File: src/rtl/regfile_write_arbiter.sv
// Round-robin arbiter for the register file's single write port.
// Also runs a sweep that zeroes every register, one per cycle, on clear_start.
module regfile_write_arbiter #(
    parameter int WORD_SIZE        = 16,
    parameter int COUNT            = 32,
    parameter int NUM_REQ          = 4,
    parameter bit ZERO_REG_PROTECT = 1'b0,
    localparam int COUNT_BITS      = $clog2(COUNT),
    localparam int REQ_BITS        = $clog2(NUM_REQ)
) (
    input  logic                          clk,
    input  logic                          rst,
    input  logic [NUM_REQ-1:0]            req_valid,
    output logic [NUM_REQ-1:0]            req_ready,
    input  logic [NUM_REQ*COUNT_BITS-1:0] req_idx,
    input  logic [NUM_REQ*WORD_SIZE-1:0]  req_data,
    input  logic                          clear_start,
    output logic                          clear_busy,
    output logic [WORD_SIZE-1:0]          data_in,
    output logic [COUNT_BITS-1:0]         idx_write,
    output logic                          en_write,
    output logic [REQ_BITS-1:0]           grant_id
);

    localparam logic [0:0] ST_IDLE  = 1'b0;
    localparam logic [0:0] ST_CLEAR = 1'b1;

    logic [0:0]            state;
    logic [REQ_BITS-1:0]   rr_ptr;
    logic [COUNT_BITS-1:0] clr_cnt;

    logic                  found;
    logic [REQ_BITS-1:0]   winner;
    logic [REQ_BITS-1:0]   cand;
    logic [REQ_BITS:0]     wrap_sum;
    logic                  accept;
    logic [COUNT_BITS-1:0] win_idx;
    logic [WORD_SIZE-1:0]  win_data;
    logic                  zero_blocked;
    logic [REQ_BITS-1:0]   rr_next;

    // Scan starts at rr_ptr and wraps modulo NUM_REQ; the first valid requester wins.
    // NOTE: every signal written here gets a default first, otherwise a latch is inferred.
    always_comb begin
        found    = 1'b0;
        winner   = '0;
        cand     = '0;
        wrap_sum = '0;
        for (int k = 0; k < NUM_REQ; k++) begin
            wrap_sum = {1'b0, rr_ptr} + (REQ_BITS+1)'(k);
            if (wrap_sum >= (REQ_BITS+1)'(NUM_REQ)) begin
                wrap_sum = wrap_sum - (REQ_BITS+1)'(NUM_REQ);
            end
            cand = wrap_sum[REQ_BITS-1:0];
            if (!found && req_valid[cand]) begin
                found  = 1'b1;
                winner = cand;
            end
        end
    end

    // A pending clear takes priority over any request in the same cycle.
    assign accept       = (state == ST_IDLE) && !clear_start && found;
    assign req_ready    = accept ? (NUM_REQ'(1) << winner) : '0;
    assign win_idx      = req_idx[int'(winner)*COUNT_BITS +: COUNT_BITS];
    assign win_data     = req_data[int'(winner)*WORD_SIZE +: WORD_SIZE];
    assign zero_blocked = ZERO_REG_PROTECT && (win_idx == '0);
    assign rr_next      = (winner == REQ_BITS'(NUM_REQ-1)) ? '0 : winner + 1'b1;

    // NOTE: sequential state is updated with non-blocking assignments only.
    always_ff @(posedge clk or negedge rst) begin
        if (!rst) begin
            state      <= ST_IDLE;
            rr_ptr     <= '0;
            clr_cnt    <= '0;
            clear_busy <= 1'b0;
            data_in    <= '0;
            idx_write  <= '0;
            en_write   <= 1'b0;
            grant_id   <= '0;
        end else begin
            case (state)
                ST_IDLE: begin
                    if (clear_start) begin
                        // The entry edge already presents the first sweep write (idx 0).
                        state      <= ST_CLEAR;
                        clr_cnt    <= '0;
                        clear_busy <= 1'b1;
                        en_write   <= 1'b1;
                        idx_write  <= '0;
                        data_in    <= '0;
                        grant_id   <= '0;
                    end else if (accept) begin
                        rr_ptr <= rr_next;
                        if (zero_blocked) begin
                            en_write <= 1'b0;
                        end else begin
                            en_write  <= 1'b1;
                            idx_write <= win_idx;
                            data_in   <= win_data;
                            grant_id  <= winner;
                        end
                    end else begin
                        en_write <= 1'b0;
                    end
                end
                ST_CLEAR: begin
                    if (clr_cnt == COUNT_BITS'(COUNT-1)) begin
                        state      <= ST_IDLE;
                        clear_busy <= 1'b0;
                        en_write   <= 1'b0;
                    end else begin
                        clr_cnt   <= clr_cnt + 1'b1;
                        en_write  <= 1'b1;
                        idx_write <= clr_cnt + 1'b1;
                        data_in   <= '0;
                        grant_id  <= '0;
                    end
                end
                default: begin
                    state    <= ST_IDLE;
                    en_write <= 1'b0;
                end
            endcase
        end
    end

endmodule

File: config.mk
export PLATFORM = sky130hd
export DESIGN_NAME = regfile_write_arbiter
export DESIGN_NICKNAME = d
export VERILOG_FILES = /design/src/rtl/regfile_write_arbiter.sv
export SDC_FILE = /design/constraint.sdc
export NUM_CORES = 1
export LEC_CHECK = 0
export CAP_MARGIN = 20
export CORE_MARGIN = 1.5
export CORE_UTILIZATION = 38
export DETAILED_ROUTE_END_ITERATION = 10
export GPL_TIMING_DRIVEN = 0
export PLACE_DENSITY = 0.8
export SLEW_MARGIN = 20
export SYNTH_ARGS = -nofsm -noshare
export SYNTH_HDL_FRONTEND = slang
export SYNTH_SLANG_ARGS = --single-unit
export TNS_END_PERCENT = 5
File: constraint.sdc
create_clock -name clk -period 2.49 [get_ports clk]
set_clock_uncertainty 0.05 [all_clocks]
set_input_delay 0.249 -clock clk [delete_from_list [all_inputs] [get_ports clk]]
set_output_delay 0.249 -clock clk [all_outputs]
set_load 0.1 [all_outputs]
==> flow_summary.json, run 1 <==
{
  "synth_warnings": 0,
  "yosysSeqAreaShare_pct": 39.4,
  "synth_area_um2": 2100,
  "ios": 120,
  "top_usage_layer": "met2",
  "tritoncts": "yes",
  "leakage_nw": 1.56,
  "die_h_um": 77.3,
  "place_hpwl_mm": 4.71,
  "worstHoldPathType": "input port to asynchronous set/reset pin",
  "start_kind": "input port",
  "antenna_found_initial": 0,
  "outcome": "complete, no violations",
  "hold_viol": 0,
  "cts_root_buffer": "clkbuf_8",
  "timing.max_cap.violations": 0,
  "dr.pass1.iters": 4,
  "clkTransAtPathRegs_ps": 60,
  "first_iter_violations": 56,
  "areaGrowthSynthToFinish_pct": 67.3,
  "cp_common_cell": "buf_4",
  "grt_use_met2_pct": 39.6,
  "yosys.area.top_type_share_pct": 39.4,
  "criticalPathCategory": "input port to output pin",
  "clock.fmax_mhz": 421,
  "netlist_top_cells_area": "dfrtp_1 39%, mux2i_1 21%, a32o_1 7.6%",
  "endpoint_kind": "output pin",
  "clock_latency_ps": 280,
  "routed_via_density": 5.13,
  "grt.total_usage_pct": 21.2,
  "fp.dieArea_um2": 5970,
  "crit_fanout": 19,
  "synth_top_flop_cell": "dfrtp_1",
  "grt_max_degree": 23,
  "powerDensity_nw_per_um2": 862,
  "grt_pass1_vias": 2140,
  "dp_slack_ps": -1180,
  "crit_slowest_cell": "clkdlybuf4s50_1",
  "worstPathRequired_ps": 2190,
  "worst_pin_slew_ps": 1000,
  "async_reset_ff_share_pct": 100,
  "finalCriticalPeriod_ps": 2380,
  "nNetsFinal": 432,
  "synth_nets": 305,
  "avgSynthCellArea_um2": 10.1,
  "placed_area_um2": 3400,
  "wirelength_mm": 6.07,
  "r2r_cells": 6,
  "fp.dieW_um": 77.3,
  "drive_above_1_share_pct": 7.44,
  "synth_cell_types": 31,
  "period_share_pct": 95.5,
  "yosys_register_bits": 33,
  "slew_headroom_pct": 33.0,
  "syn_inst": 208,
  "cts_inserted_buffers": 5,
  "drc": 0,
  "ir_drop_v": 0.000711,
  "htreeDepth": 2,
  "globalRouteOverflowTotal": 0,
  "grtUsageMet3_pct": 5.36,
  "slew_violations": 0,
  "use_met1_pct": 24.4,
  "hold_ws_ps": 353,
  "arrival_ps": 2080,
  "setup_ws_ps": 112,
  "avgRoutedWirePerCell_um": 15.0,
  "vias": 2083,
  "synth_area_leader_cell": "dfrtp_1",
  "cts.sinks": 33,
  "port_buffers": 119,
  "row_count": 26,
  "clockBufferDepth": 2,
  "grt_pass1_wl_mm": 10.1,
  "cp_cell_sequence": "clkdlybuf4s50_1, inv_1, o22ai_1, a211oi_2, buf_4, inv_4, ha_1, and2_1, buf_4",
  "start_util_pct": 40.3,
  "final_cell_area_um2": 3510,
  "gp_congestion": 0.808,
  "synth_most_common_cell": "mux2i_1",
  "synth_edf_count": 0,
  "fp.coreArea_um2": 5200,
  "antenna_left": 0,
  "n_antenna_cell": 0,
  "slowest_delay_ps": 530,
  "setup_viol": 0,
  "synth_common_cells": "44 x mux2i_1, 42 x nand2_1, 33 x dfrtp_1"
}
## per-layer routing
metal,wire [um],share of wire (%),vias up
met2,3180,52,73
met3,385,6.3,2
met5,0,0,-
met1,2490,41,996
met4,19,0.31,0
li1,-,-,1012
## what timing repair did
item,4_1_cts,5_1_grt
hold buffers,1,0
buffers inserted,0,1
endpoints found under the setup margin,4,4
pin swaps,0,2
endpoints found under the hold margin,11,0
gates resized for setup,29,8
## stage by stage
stage / total power, mW / cells / setup TNS, ps / utilization [%]
after floorplan: 2.11 / 208 / 0 / -
after global placement: 2.60 / 397 / -4600 / 64.8
after detailed placement: 2.65 / 398 / -4710 / 65.3
after CTS: 3.05 / 406 / 0 / 67.1
after global routing: 3.23 / 406 / -3.31 / 67.4
final: 3.02 / 406 / 0 / 67.4
## worst paths after layout
path,slack (ps),end,startpoint
max,110,req_ready[2],req_valid[0]
min,350,data_in[10]$_DFFE_PN0P_,rst
max reg2reg,300,idx_write[0]$_DFFE_PN0P_,clr_cnt[0]$_DFFE_PN0P_
min reg2reg,440,grant_id[0]$_DFFE_PN0P_,grant_id[0]$_DFFE_PN0P_
max in group asynchronous,1620,clr_cnt[3]$_DFFE_PN0P_,rst
min in group clk,440,grant_id[0]$_DFFE_PN0P_,grant_id[0]$_DFFE_PN0P_
## flip-flops by register name, indices dropped and copies added (netlist names)
register / cells
clear_busy: 1
clr_cnt: 5
data_in: 16
en_write: 1
grant_id: 2
idx_write: 5
rr_ptr: 2
state: 1
## worst max-delay path: cells and delay by family
family / cells / cell delay (ps)
compound gates: 2 / 310
fa+ha+maj: 1 / 190
buf+inv: 5 / 1210
simple gates: 1 / 110
## kinds of logic after synthesis
kind of cell / share of synthesized area (%)
AND/OR/NAND/NOR: 11.9
multiplexers: 22.1
AO/OA/AOI/OAI: 16.8
XOR/XNOR: 0.836
adder cells (fa/ha/maj): 3.58
buffers and inverters: 5.43
flip-flops: 39.4
## report_power, final
part / leakage, nW / switching, mW / internal (mW)
Sequential: 0.422 / 0.102 / 0.674
Combinational: 1.09 / 1.14 / 0.723
Clock: 0.0395 / 0.185 / 0.199
Total: 1.56 / 1.43 / 1.60
## layout make-up
class,instances,area (um^2)
Timing Repair Buffer,122,1220
Clock buffer,8,80.1
Multi-Input combinational cell,155,1170
Fill cell,458,1700
Sequential cell,33,826
Tap cell,70,87.6
Buffer,11,86.3
Inverter,7,28.8
## placed cells by master, fill, tap and decap left out, types with 4 or more instances in the layout
master           instances
clkdlybuf4s50_1        113
mux2i_1                 44
nand2_1                 42
dfrtp_1                 33
a32o_1                  16
o21ai_0                  9
clkbuf_1                 7
inv_1                    6
buf_4                    6
ha_1                     6
clkbuf_8                 5
o22a_1                   4
and2_1                   4
No activity file was read; power rests on OpenSTA's default activity.
==> inputs of run 2 (changes only) <==
Settings changed: CTS_CLUSTER_SIZE from default to 12, SLEW_MARGIN 20 to 5.
==> flow_summary.json, run 2 (synthesis gave the netlist of run 1 again) <==
{
  "cts_inserted_buffers": 5,
  "gp_congestion": 0.808,
  "finalCriticalPeriod_ps": 2400,
  "areaGrowthSynthToFinish_pct": 65.1,
  "grt_pass1_vias": 2109,
  "antenna_found_initial": 0,
  "start_util_pct": 40.3,
  "cp_cell_sequence": "clkdlybuf4s50_1, inv_1, o22ai_1, a211oi_2, buf_4, inv_4, ha_1, and2_1, buf_4",
  "htreeDepth": 2,
  "slew_violations": 0,
  "violations": "negative hold slack",
  "timing.max_cap.violations": 0,
  "row_count": 26,
  "worstHoldPathType": "input port to asynchronous set/reset pin",
  "p_seq_share_pct": 25.7,
  "nFillCells": 472,
  "p_sw_share_pct": 47.4,
  "slew_headroom_pct": 32.9,
  "cp_common_cell": "buf_4",
  "leakage_nw": 1.54,
  "postLayoutCoreUtil_pct": 66.5,
  "clkTransAtPathRegs_ps": 70,
  "drive_above_1_share_pct": 7.19,
  "arrival_ps": 2100,
  "ir_drop_v": 0.000770,
  "start_kind": "input port",
  "multi_input_area_um2": 1170,
  "p_sw_mw": 1.42,
  "grt.total_usage_pct": 20.5,
  "pwr-share-comb_pct": 61.3,
  "drc": 0,
  "outcome": "complete, but fails checks",
  "place_hpwl_mm": 4.58,
  "grt_pass1_wl_mm": 9.74,
  "top_register": "data_in",
  "top_usage_layer": "met2",
  "dr.pass1.iters": 4,
  "crit_fanout": 19,
  "n_antenna_cell": 0,
  "hold_ws_ps": -15.1,
  "slowest_delay_ps": 540,
  "fp.dieArea_um2": 5970,
  "use_met1_pct": 23.4,
  "crit_slowest_cell": "clkdlybuf4s50_1",
  "fp.dieW_um": 77.3,
  "routed_via_density": 5.15,
  "cts_hold_buf": 0,
  "criticalPathCategory": "input port to output pin",
  "antenna_left": 0,
  "grt_max_degree": 34,
  "hold_viol": 23,
  "cts.sinks": 33,
  "regArea_um2": 826,
  "final_common_cell": "clkdlybuf4s50_1",
  "path_buf_inv": 5,
  "vias": 2080,
  "avgRoutedWirePerCell_um": 14.8,
  "clock.fmax_mhz": 416,
  "worst_pin_slew_ps": 1000,
  "fp.coreArea_um2": 5200,
  "largest_reg_flops": 16,
  "port_buffers": 119,
  "setup_viol": 0,
  "clockBufferDepth": 2,
  "die_h_um": 77.3,
  "grtUsageMet3_pct": 5.48,
  "first_iter_violations": 48,
  "critical_path.top_delay_family": "buffers and inverters",
  "rsz0062_at_grt": "no",
  "endpoint_kind": "output pin",
  "globalRouteOverflowTotal": 0,
  "powerDensity_nw_per_um2": 867,
  "intPower_mw": 1.58,
  "clock_latency_ps": 280,
  "period_share_pct": 96.4,
  "nNetsFinal": 430,
  "worstPathRequired_ps": 2190,
  "grt_use_met2_pct": 38.2,
  "wirelength_mm": 5.97,
  "tritoncts": "yes",
  "pwr-share-clk_pct": 12.9,
  "cts_root_buffer": "clkbuf_8",
  "final_cell_mix": "113 x clkdlybuf4s50_1, 44 x mux2i_1, 42 x nand2_1",
  "reg.largest.list": "data_in (16), clr_cnt (5), idx_write (5)",
  "ios": 120
}
-- run 2: timing repair --
| item | CTS | global route |
|---|---|---|
| endpoints found under the setup margin | 4 | 4 |
| buffers inserted | 0 | 1 |
| resized for setup | 29 | 5 |
| pin swaps | 0 | 1 |
-- run 2: per-layer routing --
metal	vias to the layer above	share of wire (%)
li1	1008	-
met1	992	41
met2	73	51
met3	7	6.6
met4	0	0.75
met5	-	0
-- run 2: final timing paths --
check | startpoint | slack [ps] | end | cells after the start
setup / recovery | req_valid[0] | 90 | req_ready[2] | 9
hold / removal | rst | -20 | clr_cnt[0]$_DFFE_PN0P_ | 1
setup reg to reg | clr_cnt[0]$_DFFE_PN0P_ | 310 | idx_write[0]$_DFFE_PN0P_ | 6
hold reg to reg | grant_id[0]$_DFFE_PN0P_ | 430 | grant_id[0]$_DFFE_PN0P_ | 2
max in group asynchronous | rst | 1920 | idx_write[4]$_DFFE_PN0P_ | 1
min in group clk | grant_id[0]$_DFFE_PN0P_ | 430 | grant_id[0]$_DFFE_PN0P_ | 2
-- run 2: power groups by stage --
stage	sequential (mW)	combinational (mW)	clock (mW)
after floorplan	1.27	0.845	0
after global placement	0.776	1.83	0
after detailed placement	0.779	1.86	0
after CTS	0.771	1.87	0.397
after global routing	0.787	1.99	0.426
final	0.772	1.84	0.388
-- run 2: final cells by class --
type	instances	area share (%)
multi-input combinational	155	33.9
tap	70	2.53
buffer	11	2.24
sequential	33	23.9
timing repair buffer	120	34.3
clock buffer	8	2.31
inverter	7	0.832
-- run 2: metrics by stage --
stage                     worst slack [ps]  setup TNS, ps  std cells  cell area (um^2)  power (mW)
after global routing                  11.1              0        404              3460        3.20
after detailed placement             -1190          -4780        397              3370        2.64
after global placement               -1160          -4600        397              3370        2.60
after CTS                             6.25              0        404              3460        3.03
after floorplan                       93.0              0        208              2100        2.11
final                                 88.9              0        404              3460        3.00
